### src/rtl/sensor_conditioner.sv
// ---------------------------------------------------------------------------
// sensor_conditioner
//
// Front end of the smart lighting path. Turns the raw PIR, ambient-light ADC
// and push-button inputs into clean, registered control inputs for the
// lighting FSM:
//   * every *_raw input passes through a 2-flop synchroniser and a
//     stable-count debouncer;
//   * debounced motion is stretched by an occupancy hold timer
//     (IDLE / ACTIVE / HOLD state machine);
//   * the ambient light sample is classified with hysteresis (DARK_TH /
//     BRIGHT_TH) and light_level only toggles after PERSIST consecutive
//     disagreeing samples;
//   * debounced button presses become single-cycle pulses, with manual_off
//     taking priority over manual_on when both land on the same cycle.
//
// Ports
//   clk          in   1      system clock
//   reset        in   1      asynchronous, active-high reset
//   motion_raw   in   1      PIR output, asynchronous
//   btn_on_raw   in   1      manual-on push button, asynchronous, high = pressed
//   btn_off_raw  in   1      manual-off push button, asynchronous, high = pressed
//   adc_valid    in   1      adc_data qualifier, one cycle per sample
//   adc_data     in   ADC_W  ambient light sample, unsigned
//   motion       out  1      conditioned, stretched occupancy
//   light_level  out  1      1 = night, 0 = day
//   manual_on    out  1      one-cycle pulse per debounced press
//   manual_off   out  1      one-cycle pulse per debounced press
//
// Optional build macro SENSOR_COND_STATUS_EN adds:
//   dbg_state    out  2      registered copy of the motion state
//                            (IDLE = 0, ACTIVE = 1, HOLD = 2)
//   dbg_hold_cnt out  $clog2(HOLD_CYCLES+1)  registered copy of the hold counter
// With the macro undefined those ports and their logic are absent and the
// functional behaviour is identical.
// ---------------------------------------------------------------------------
module sensor_conditioner #(
   parameter int unsigned ADC_W       = 10,
   parameter int unsigned DARK_TH     = 300,
   parameter int unsigned BRIGHT_TH   = 400,
   parameter int unsigned DEB_CYCLES  = 16,
   parameter int unsigned HOLD_CYCLES = 1000,
   parameter int unsigned PERSIST     = 8
) (
   input  logic             clk,
   input  logic             reset,
   input  logic             motion_raw,
   input  logic             btn_on_raw,
   input  logic             btn_off_raw,
   input  logic             adc_valid,
   input  logic [ADC_W-1:0] adc_data,
   output logic             motion,
   output logic             light_level,
   output logic             manual_on,
   output logic             manual_off
`ifdef SENSOR_COND_STATUS_EN
   ,
   output logic [1:0]                         dbg_state,
   output logic [$clog2(HOLD_CYCLES+1)-1:0]   dbg_hold_cnt
`endif
);

   // ------------------------------------------------------------------
   // Derived constants
   // ------------------------------------------------------------------
   localparam int unsigned NCH    = 3;   // 0 = motion, 1 = btn_on, 2 = btn_off
   localparam int unsigned DEB_W  = $clog2(DEB_CYCLES + 1);
   localparam int unsigned HOLD_W = $clog2(HOLD_CYCLES + 1);
   localparam int unsigned PER_W  = $clog2(PERSIST + 1);

   // Counters stop one short of the target: reaching the target and acting on
   // it happen on the same edge, so the counter never has to hold N itself.
   localparam logic [DEB_W-1:0]  DEB_LAST  = DEB_W'(DEB_CYCLES - 1);
   localparam logic [HOLD_W-1:0] HOLD_LAST = HOLD_W'(HOLD_CYCLES - 1);
   localparam logic [PER_W-1:0]  PER_LAST  = PER_W'(PERSIST - 1);

   localparam logic [ADC_W-1:0]  DARK_LVL   = ADC_W'(DARK_TH);
   localparam logic [ADC_W-1:0]  BRIGHT_LVL = ADC_W'(BRIGHT_TH);

   localparam int unsigned CH_MOTION  = 0;
   localparam int unsigned CH_BTN_ON  = 1;
   localparam int unsigned CH_BTN_OFF = 2;

   typedef enum logic [1:0] {
      ST_IDLE   = 2'd0,
      ST_ACTIVE = 2'd1,
      ST_HOLD   = 2'd2
   } state_t;

   // ------------------------------------------------------------------
   // Synchronisers (two flops per asynchronous input)
   // ------------------------------------------------------------------
   logic [NCH-1:0] raw_vec;
   logic [NCH-1:0] sync1_q, sync1_d;
   logic [NCH-1:0] sync2_q, sync2_d;

   assign raw_vec = {btn_off_raw, btn_on_raw, motion_raw};

   always_comb begin
      sync1_d = raw_vec;
      sync2_d = sync1_q;
   end

   always_ff @(posedge clk or posedge reset) begin
      if (reset) begin
         sync1_q <= '0;
         sync2_q <= '0;
      end else begin
         sync1_q <= sync1_d;
         sync2_q <= sync2_d;
      end
   end

   // ------------------------------------------------------------------
   // Debouncers, one per channel.
   // The counter runs while the synchronised input disagrees with the
   // accepted level and restarts whenever they agree, so any excursion
   // shorter than DEB_CYCLES cycles is discarded.
   // ------------------------------------------------------------------
   logic [NCH-1:0] deb_lvl;

   for (genvar gi = 0; gi < NCH; gi++) begin : g_deb
      logic [DEB_W-1:0] cnt_q, cnt_d;
      logic             lvl_q, lvl_d;

      always_comb begin
         cnt_d = '0;
         lvl_d = lvl_q;
         if (sync2_q[gi] != lvl_q) begin
            if (cnt_q == DEB_LAST) begin
               lvl_d = sync2_q[gi];
            end else begin
               cnt_d = cnt_q + DEB_W'(1);
            end
         end
      end

      always_ff @(posedge clk or posedge reset) begin
         if (reset) begin
            cnt_q <= '0;
            lvl_q <= 1'b0;
         end else begin
            cnt_q <= cnt_d;
            lvl_q <= lvl_d;
         end
      end

      assign deb_lvl[gi] = lvl_q;
   end

   // ------------------------------------------------------------------
   // Motion occupancy FSM with hold timer.
   // The FSM works on debounced levels: IDLE and HOLD are only ever
   // occupied while the debounced input is low, so seeing it high there
   // is exactly a debounced rise (and likewise a low in ACTIVE is a fall).
   // ------------------------------------------------------------------
   state_t            state_q, state_d;
   logic [HOLD_W-1:0] hold_cnt_q, hold_cnt_d;
   logic              motion_q, motion_d;
   logic              deb_motion;

   assign deb_motion = deb_lvl[CH_MOTION];

   always_comb begin
      state_d    = state_q;
      hold_cnt_d = hold_cnt_q;

      case (state_q)
         ST_IDLE: begin
            if (deb_motion) begin
               state_d = ST_ACTIVE;
            end
         end

         ST_ACTIVE: begin
            if (!deb_motion) begin
               state_d    = ST_HOLD;
               hold_cnt_d = HOLD_LAST;
            end
         end

         ST_HOLD: begin
            // A retrigger wins over expiry so occupancy never blinks off.
            if (deb_motion) begin
               state_d    = ST_ACTIVE;
               hold_cnt_d = '0;
            end else if (hold_cnt_q == '0) begin
               state_d = ST_IDLE;
            end else begin
               hold_cnt_d = hold_cnt_q - HOLD_W'(1);
            end
         end

         default: begin
            state_d    = ST_IDLE;
            hold_cnt_d = '0;
         end
      endcase

      // Registered output follows the next state so it changes on the same
      // edge as the state register.
      motion_d = (state_d != ST_IDLE);
   end

   always_ff @(posedge clk or posedge reset) begin
      if (reset) begin
         state_q    <= ST_IDLE;
         hold_cnt_q <= '0;
         motion_q   <= 1'b0;
      end else begin
         state_q    <= state_d;
         hold_cnt_q <= hold_cnt_d;
         motion_q   <= motion_d;
      end
   end

   // ------------------------------------------------------------------
   // Ambient light: hysteresis band plus persistence filter.
   // Samples inside [DARK_TH, BRIGHT_TH] vote for the current level, which
   // is what provides the hysteresis.
   // ------------------------------------------------------------------
   logic             light_q, light_d;
   logic [PER_W-1:0] persist_cnt_q, persist_cnt_d;
   logic             cand;

   always_comb begin
      if (adc_data < DARK_LVL) begin
         cand = 1'b1;
      end else if (adc_data > BRIGHT_LVL) begin
         cand = 1'b0;
      end else begin
         cand = light_q;
      end
   end

   always_comb begin
      light_d       = light_q;
      persist_cnt_d = persist_cnt_q;
      if (adc_valid) begin
         if (cand != light_q) begin
            if (persist_cnt_q == PER_LAST) begin
               light_d       = ~light_q;
               persist_cnt_d = '0;
            end else begin
               persist_cnt_d = persist_cnt_q + PER_W'(1);
            end
         end else begin
            persist_cnt_d = '0;
         end
      end
   end

   always_ff @(posedge clk or posedge reset) begin
      if (reset) begin
         light_q       <= 1'b0;
         persist_cnt_q <= '0;
      end else begin
         light_q       <= light_d;
         persist_cnt_q <= persist_cnt_d;
      end
   end

   // ------------------------------------------------------------------
   // Button press pulses. Only the debounced rising edge is reported;
   // a simultaneous off press suppresses the on pulse.
   // ------------------------------------------------------------------
   logic [1:0] btn_prev_q, btn_prev_d;
   logic [1:0] btn_rise;
   logic       manual_on_q, manual_on_d;
   logic       manual_off_q, manual_off_d;

   always_comb begin
      btn_prev_d   = {deb_lvl[CH_BTN_OFF], deb_lvl[CH_BTN_ON]};
      btn_rise     = btn_prev_d & ~btn_prev_q;
      manual_off_d = btn_rise[1];
      manual_on_d  = btn_rise[0] & ~btn_rise[1];
   end

   always_ff @(posedge clk or posedge reset) begin
      if (reset) begin
         btn_prev_q   <= '0;
         manual_on_q  <= 1'b0;
         manual_off_q <= 1'b0;
      end else begin
         btn_prev_q   <= btn_prev_d;
         manual_on_q  <= manual_on_d;
         manual_off_q <= manual_off_d;
      end
   end

   // ------------------------------------------------------------------
   // Outputs
   // ------------------------------------------------------------------
   assign motion      = motion_q;
   assign light_level = light_q;
   assign manual_on   = manual_on_q;
   assign manual_off  = manual_off_q;

`ifdef SENSOR_COND_STATUS_EN
   // Status copies are loaded from the next-state values so they track
   // state_q / hold_cnt_q exactly, from separate flops.
   logic [1:0]        dbg_state_q, dbg_state_d;
   logic [HOLD_W-1:0] dbg_hold_cnt_q, dbg_hold_cnt_d;

   always_comb begin
      dbg_state_d    = state_d;
      dbg_hold_cnt_d = hold_cnt_d;
   end

   always_ff @(posedge clk or posedge reset) begin
      if (reset) begin
         dbg_state_q    <= 2'd0;
         dbg_hold_cnt_q <= '0;
      end else begin
         dbg_state_q    <= dbg_state_d;
         dbg_hold_cnt_q <= dbg_hold_cnt_d;
      end
   end

   assign dbg_state    = dbg_state_q;
   assign dbg_hold_cnt = dbg_hold_cnt_q;
`endif

endmodule
### config.mk
export PLATFORM = sky130hd
export DESIGN_NAME = sensor_conditioner
export DESIGN_NICKNAME = d
export VERILOG_FILES = /design/src/rtl/sensor_conditioner.sv
export SDC_FILE = /design/constraint.sdc
export NUM_CORES = 1
export LEC_CHECK = 0
export ABC_CLOCK_PERIOD_IN_PS = 2620
export CAP_MARGIN = 0
export CORE_MARGIN = 10
export CORE_UTILIZATION = 56
export CTS_CLUSTER_SIZE = 10
export DETAILED_ROUTE_END_ITERATION = 10
export PLACE_DENSITY = 0.85
export SETUP_SLACK_MARGIN = 0.2
export SYNTH_ARGS = -nofsm -noshare
export SYNTH_HDL_FRONTEND = slang
export SYNTH_SLANG_ARGS = --single-unit
### constraint.sdc
create_clock -name clk -period 2.62 [get_ports clk]
set_input_delay 0.655 -clock clk [delete_from_list [all_inputs] [get_ports clk]]
set_output_delay 0.655 -clock clk [all_outputs]
set_load 0.01 [all_outputs]
# [Word level (Yosys, flattened, before mapping)]
# Cells that the tools add are included.
[word_totals] reg_bits=46 output_inout_bits=4
[op_classes] n_addsub=5 order_cmp=2 n_eq_ne=12 muxes=19 bitwise=6 reduce_logical=8
[op_table] cell="$mux 10" n=3
[op_table] cell="$mux 5" n=6
[op_table] cell="$pmux 10 s3" n=1
[op_table] cell="$add 5x1->5 const B" n=3
[op_table] cell="$eq 5x4->1 const B" n=3
[op_table] cell="$gt 10x9->1 const B" n=1
[op_table] cell="$logic_not 10->1" n=1
[op_table] cell="$lt 10x9->1 const B" n=1
[op_table] cell="$sub 10x1->10 const B" n=1
[op_table] cell="$mux 2" n=4
[op_table] cell="$mux 4" n=2
[op_table] cell="$pmux 2 s3" n=1
[op_table] cell="$reduce_and 2->1" n=3
[op_table] cell="$reduce_and 3->1" n=2
[op_table] cell="$add 4x1->4 const B" n=1
[op_table] cell="$eq 4x3->1 const B" n=1
[op_table] cell="$ne 1x1->1" n=4
[op_table] cell="$ne 3x3->1 const B" n=1
[op_table] cell="$not 1->1" n=3
[op_table] cell="$and 2x2->2" n=1
[op_table] cell="$eq 2x1->1 const B" n=1
[op_table] cell="$eq 2x2->1 const B" n=1
[op_table] cell="$logic_not 2->1" n=1
[op_table] cell="$mux 1" n=2
[op_table] cell="other kinds (4)" n=4

# [Depth between registers and ports, before layout]
[depth] depth_word=5 ltp_mapped=8 ltp_nobuf=7

# [Least setup slack after synthesis]
# Ideal clock, no wire load.
[synth_path] path_type="flip-flop to flip-flop" start="register hold_cnt_q[0]" end="register motion_q, in the netlist motion" arrival_ps=2027 slack_ps=462 stages_incl_launch_ff=8 n_path_buf=0 cell_sequence="dfrtp_1 -> inv_1 -> ha_1 -> or4b_1 -> or3_1 -> a21oi_2 -> nor4_1 -> or3_1"
[synth_via] elab_chain_len=5
[synth_rtl] element="start, declared" line="158" source="logic [HOLD_W-1:0] hold_cnt_q, hold_cnt_d;"
[synth_rtl] element="start signal, assigned" line="212" source="hold_cnt_q <= hold_cnt_d;"
[synth_rtl] element="$logic_not 10->1" line="187" source="end else if (hold_cnt_q == '0) begin"
[synth_rtl] element="$mux 2" line="187"
[synth_rtl] element="$mux 2" line="184" source="if (deb_motion) begin"
[synth_rtl] element="$pmux 2 s3" line="168" source="case (state_q)"
[synth_rtl] element="$reduce_bool 2->1" line="202" source="motion_d = (state_d != ST_IDLE);"
[synth_rtl] element="net motion_d" line="159" source="logic motion_q, motion_d;"
[synth_rtl] element="end signal, assigned" line="213" source="motion_q <= motion_d;"
[synth_rtl] element="end, declared" line="159"
# The timed path passes the listed nets, and every way through them passes these cells.
# A chain may end at the register's enable or synchronous reset.

# [Worst setup path after layout]
# Ends and elaborated chain as after synthesis.

==> reports/results.tsv <==
metric	value	unit
status	finished, final reports clean	
origin of the worst min-delay path	sync1_q[0]$_DFF_PP0_	
Worst Tran Pin Value	0.592	ns
Detail Placement HPWL	2.72	mm
synth warn	0	
fill count	269	
P_leak	0.00118	µW
worst-case reg-to-reg path depth	7	
Comb pwr share	17.3	%
layout net count	260	
final setup vio count	0	
placer's final routability congestion estimate	0.858	
DRC violations left	0	
switching share of power	25.5	%
reg2reg start	hold_cnt_q[0]$_DFFE_PP0P_	
Mapped Cells	209	
most common cell after layout, fill and taps aside	dfrtp_1	
mapped cell area	2120	µm²
flop2flop setup slack	0.35	ns
fmax	441	MHz
final hold slack	0.357	ns
clock share of power	33.0	%
Port Buf Inserts	19	
min-delay worst type	register to register	
DR vias	1585	
critical path class	register to register	
Initial DRC Count	94	
maximum clock path buffer count	2	
switching power	395	µW
RSZ-0062 raised after global routing	false	
overall routing resource usage	12.4	%
reg2reg end	motion$_DFF_PP0_	
Mean Syn Cell Area	10.1	µm²
row cnt	22	
sequential share of the synthesized area	54.4	%
Pint	1150	µW
Final Hold Vio Count	0	
Num Clock Sinks	46	
H-Tree Depth	2	
Hold Path Stages	0	
die area	6640	µm²
Arr. time, crit path	2.44	ns
Startpoint Class	register	
Area Overhead vs Synth	18.1	%
initial core utilization	57.8	%
initial antenna violation count	0	
TritonCTS clock tree	yes	
power share of the sequential group	49.7	%
Hold Buf Count CTS	0	
largest net degree at the start of global routing	47	
# diodes	0	
TNS Setup	0	ns
clock buffers created by TritonCTS	5	
max-cap viol count	0	
hold path endpoint	sync2_q[0]$_DFF_PP0_	
Synth Register Bits	46	
most frequent cells in the layout	dfrtp_1, o21ai_0, nor2_1	
Pwr per Cell Area	620	nW/µm²
die width	81.5	µm
clock slew at reported path FFs	0.08	ns
syn nets	234	
maximum VDD drop	0.349	mV
CP required	2.79	ns
max-slew violation count	0	
DRT Wirelength	3.67	mm
DRT Pass-1 Iters	4	
Top Ports	20	
Avg WL per Cell	12.9	µm
die height	81.5	µm
Root Buffer	clkbuf_8	
fraction of layout cells with a size suffix above 1	8.05	%
Final ANT Viol Nets	0	
core region area	3660	µm²
worst rel slew slack	60.1	%
routed vias/inst	5.58	
vias in the first global route	1530	
remaining global-route overflow	0	
CP Capture Type	register	
minimum clock period	2.27	ns
worst skew pair latency	0.29	ns
CP Max Fanout	6	
Fin Clk Skew	0.00635	ns
Cell variety after synth	34	
first-pass GRT wire length	6.55	mm
Post CTS Setup Buffer Count	0	
period utilization	86.6	%
## final cells by class
cell class / instances / area [µm²] / area share [%]
Clock buffer: 5 / 68.8 / 2.75
Clock inverter: 3 / 43.8 / 1.75
Inverter: 12 / 45.0 / 1.80
Multi-Input combinational cell: 148 / 918 / 36.7
Sequential cell: 46 / 1150 / 46.0
Tap cell: 48 / 60.1 / 2.40
Timing Repair Buffer: 22 / 213 / 8.51
## flip-flops by register name, indices dropped and copies added, names as in the netlist
register       count
g_deb.cnt_q       15
hold_cnt_q        10
persist_cnt_q      4
sync1_q            3
sync2_q            3
btn_prev_q         2
g_deb.lvl_q        2
state_q            2
deb_motion         1
light_level        1
manual_off         1
manual_on          1
motion             1
## per-layer routing
layer	vias up	global-route usage [%]	wire length, µm
met3	9	3.82	135
met4	0	5.36	78
li1	788	-	-
met5	-	0	0
met2	25	20.9	1850
met1	763	14.2	1610
## worst max-delay path, cell delays in order, from the launching register on
cell,delay (ns)
dfrtp_1,0.39
inv_1,0.08
ha_1,0.20
or4b_4,0.52
or3_1,0.35
a21oi_2,0.18
nor4_1,0.07
or3_1,0.37
## stage by stage
step                total power [µW]  setup slack [ns]  utilization [%]  cells  cell area (µm²)
floorplan                        953             0.462                -    209             2120
global placement                1040             0.328             64.9    276             2380
detailed placement              1050             0.209             64.9    276             2380
CTS                             1560             0.295             68.0    284             2490
global route                    1640             0.235             68.3    284             2500
finish                          1550             0.351             68.3    284             2500
## worst max-delay path by stage
stage                     depth (start not counted)                           end                       from  slack (ns)
final                                             7              motion$_DFF_PP0_  hold_cnt_q[0]$_DFFE_PP0P_        0.35
after detailed placement                          6  persist_cnt_q[2]$_DFFE_PP0P_                adc_data[2]        0.21
after CTS                                         7              motion$_DFF_PP0_  hold_cnt_q[0]$_DFFE_PP0P_        0.29
after global placement                            6  persist_cnt_q[0]$_DFFE_PP0P_                adc_data[2]        0.33
after floorplan                                   7              motion$_DFF_PP0_  hold_cnt_q[0]$_DFFE_PP0P_        0.46
after global routing                              7              motion$_DFF_PP0_  hold_cnt_q[0]$_DFFE_PP0P_        0.23
## cells in the mapped netlist (all sizes together)
master   n  area (µm²)
and3     5        31.3
nand3    8        40.0
mux2     3        33.8
or3      4        25.0
a22o     1        8.76
o211ai   1        7.51
nor3b    1        7.51
nor2b    4        25.0
o31ai    1        7.51
nor4     4        25.0
and2     5        31.3
a21oi   15        78.8
o41ai    2        17.5
nand2b   1        6.26
or2      1        6.26
a31oi    2        12.5
nand2   10        37.5
xor2     9        78.8
or4b     1        10.0
mux2i    2        20.0
buf      2        10.0
ha       9         113
nor3     5        25.0
o21ai   26         130
a21o     1        7.51
inv     12        45.0
or4      1        11.3
nor2    23        86.3
dfrtp   46        1150
a221oi   1        8.76
clkbuf   1        3.75
a211oi   1        7.51
and2b    1        7.51
## logic make-up (layout without fill, tap and decap cells)
logic type      after synthesis  in the layout  synth area share, %
compound gates               51             51                 13.5
xor+xnor                      9              9                 3.72
fa+ha+maj                     9              9                 5.32
buf+inv                      15             42                 2.78
flops                        46             46                 54.4
mux                           5              5                 2.54
simple gates                 74             74                 17.7
## power by group through the flow
| stage | combinational [µW] | sequential, µW | clock (µW) |
|---|---|---|---|
| after global placement | 256 | 783 | 0 |
| after detailed placement | 262 | 785 | 0 |
| after global routing | 309 | 775 | 560 |
| after floorplan | 171 | 781 | 0 |
| final | 268 | 770 | 511 |
| after CTS | 264 | 771 | 529 |
## repair_timing
| action | 4_1_cts | 5_1_grt |
|---|---|---|
| endpoints found under the hold margin | 0 | 0 |
| endpoints found under the setup margin | 0 | 2 |
| gates resized for setup | 0 | 2 |
Power figures use the tool's default switching activity.
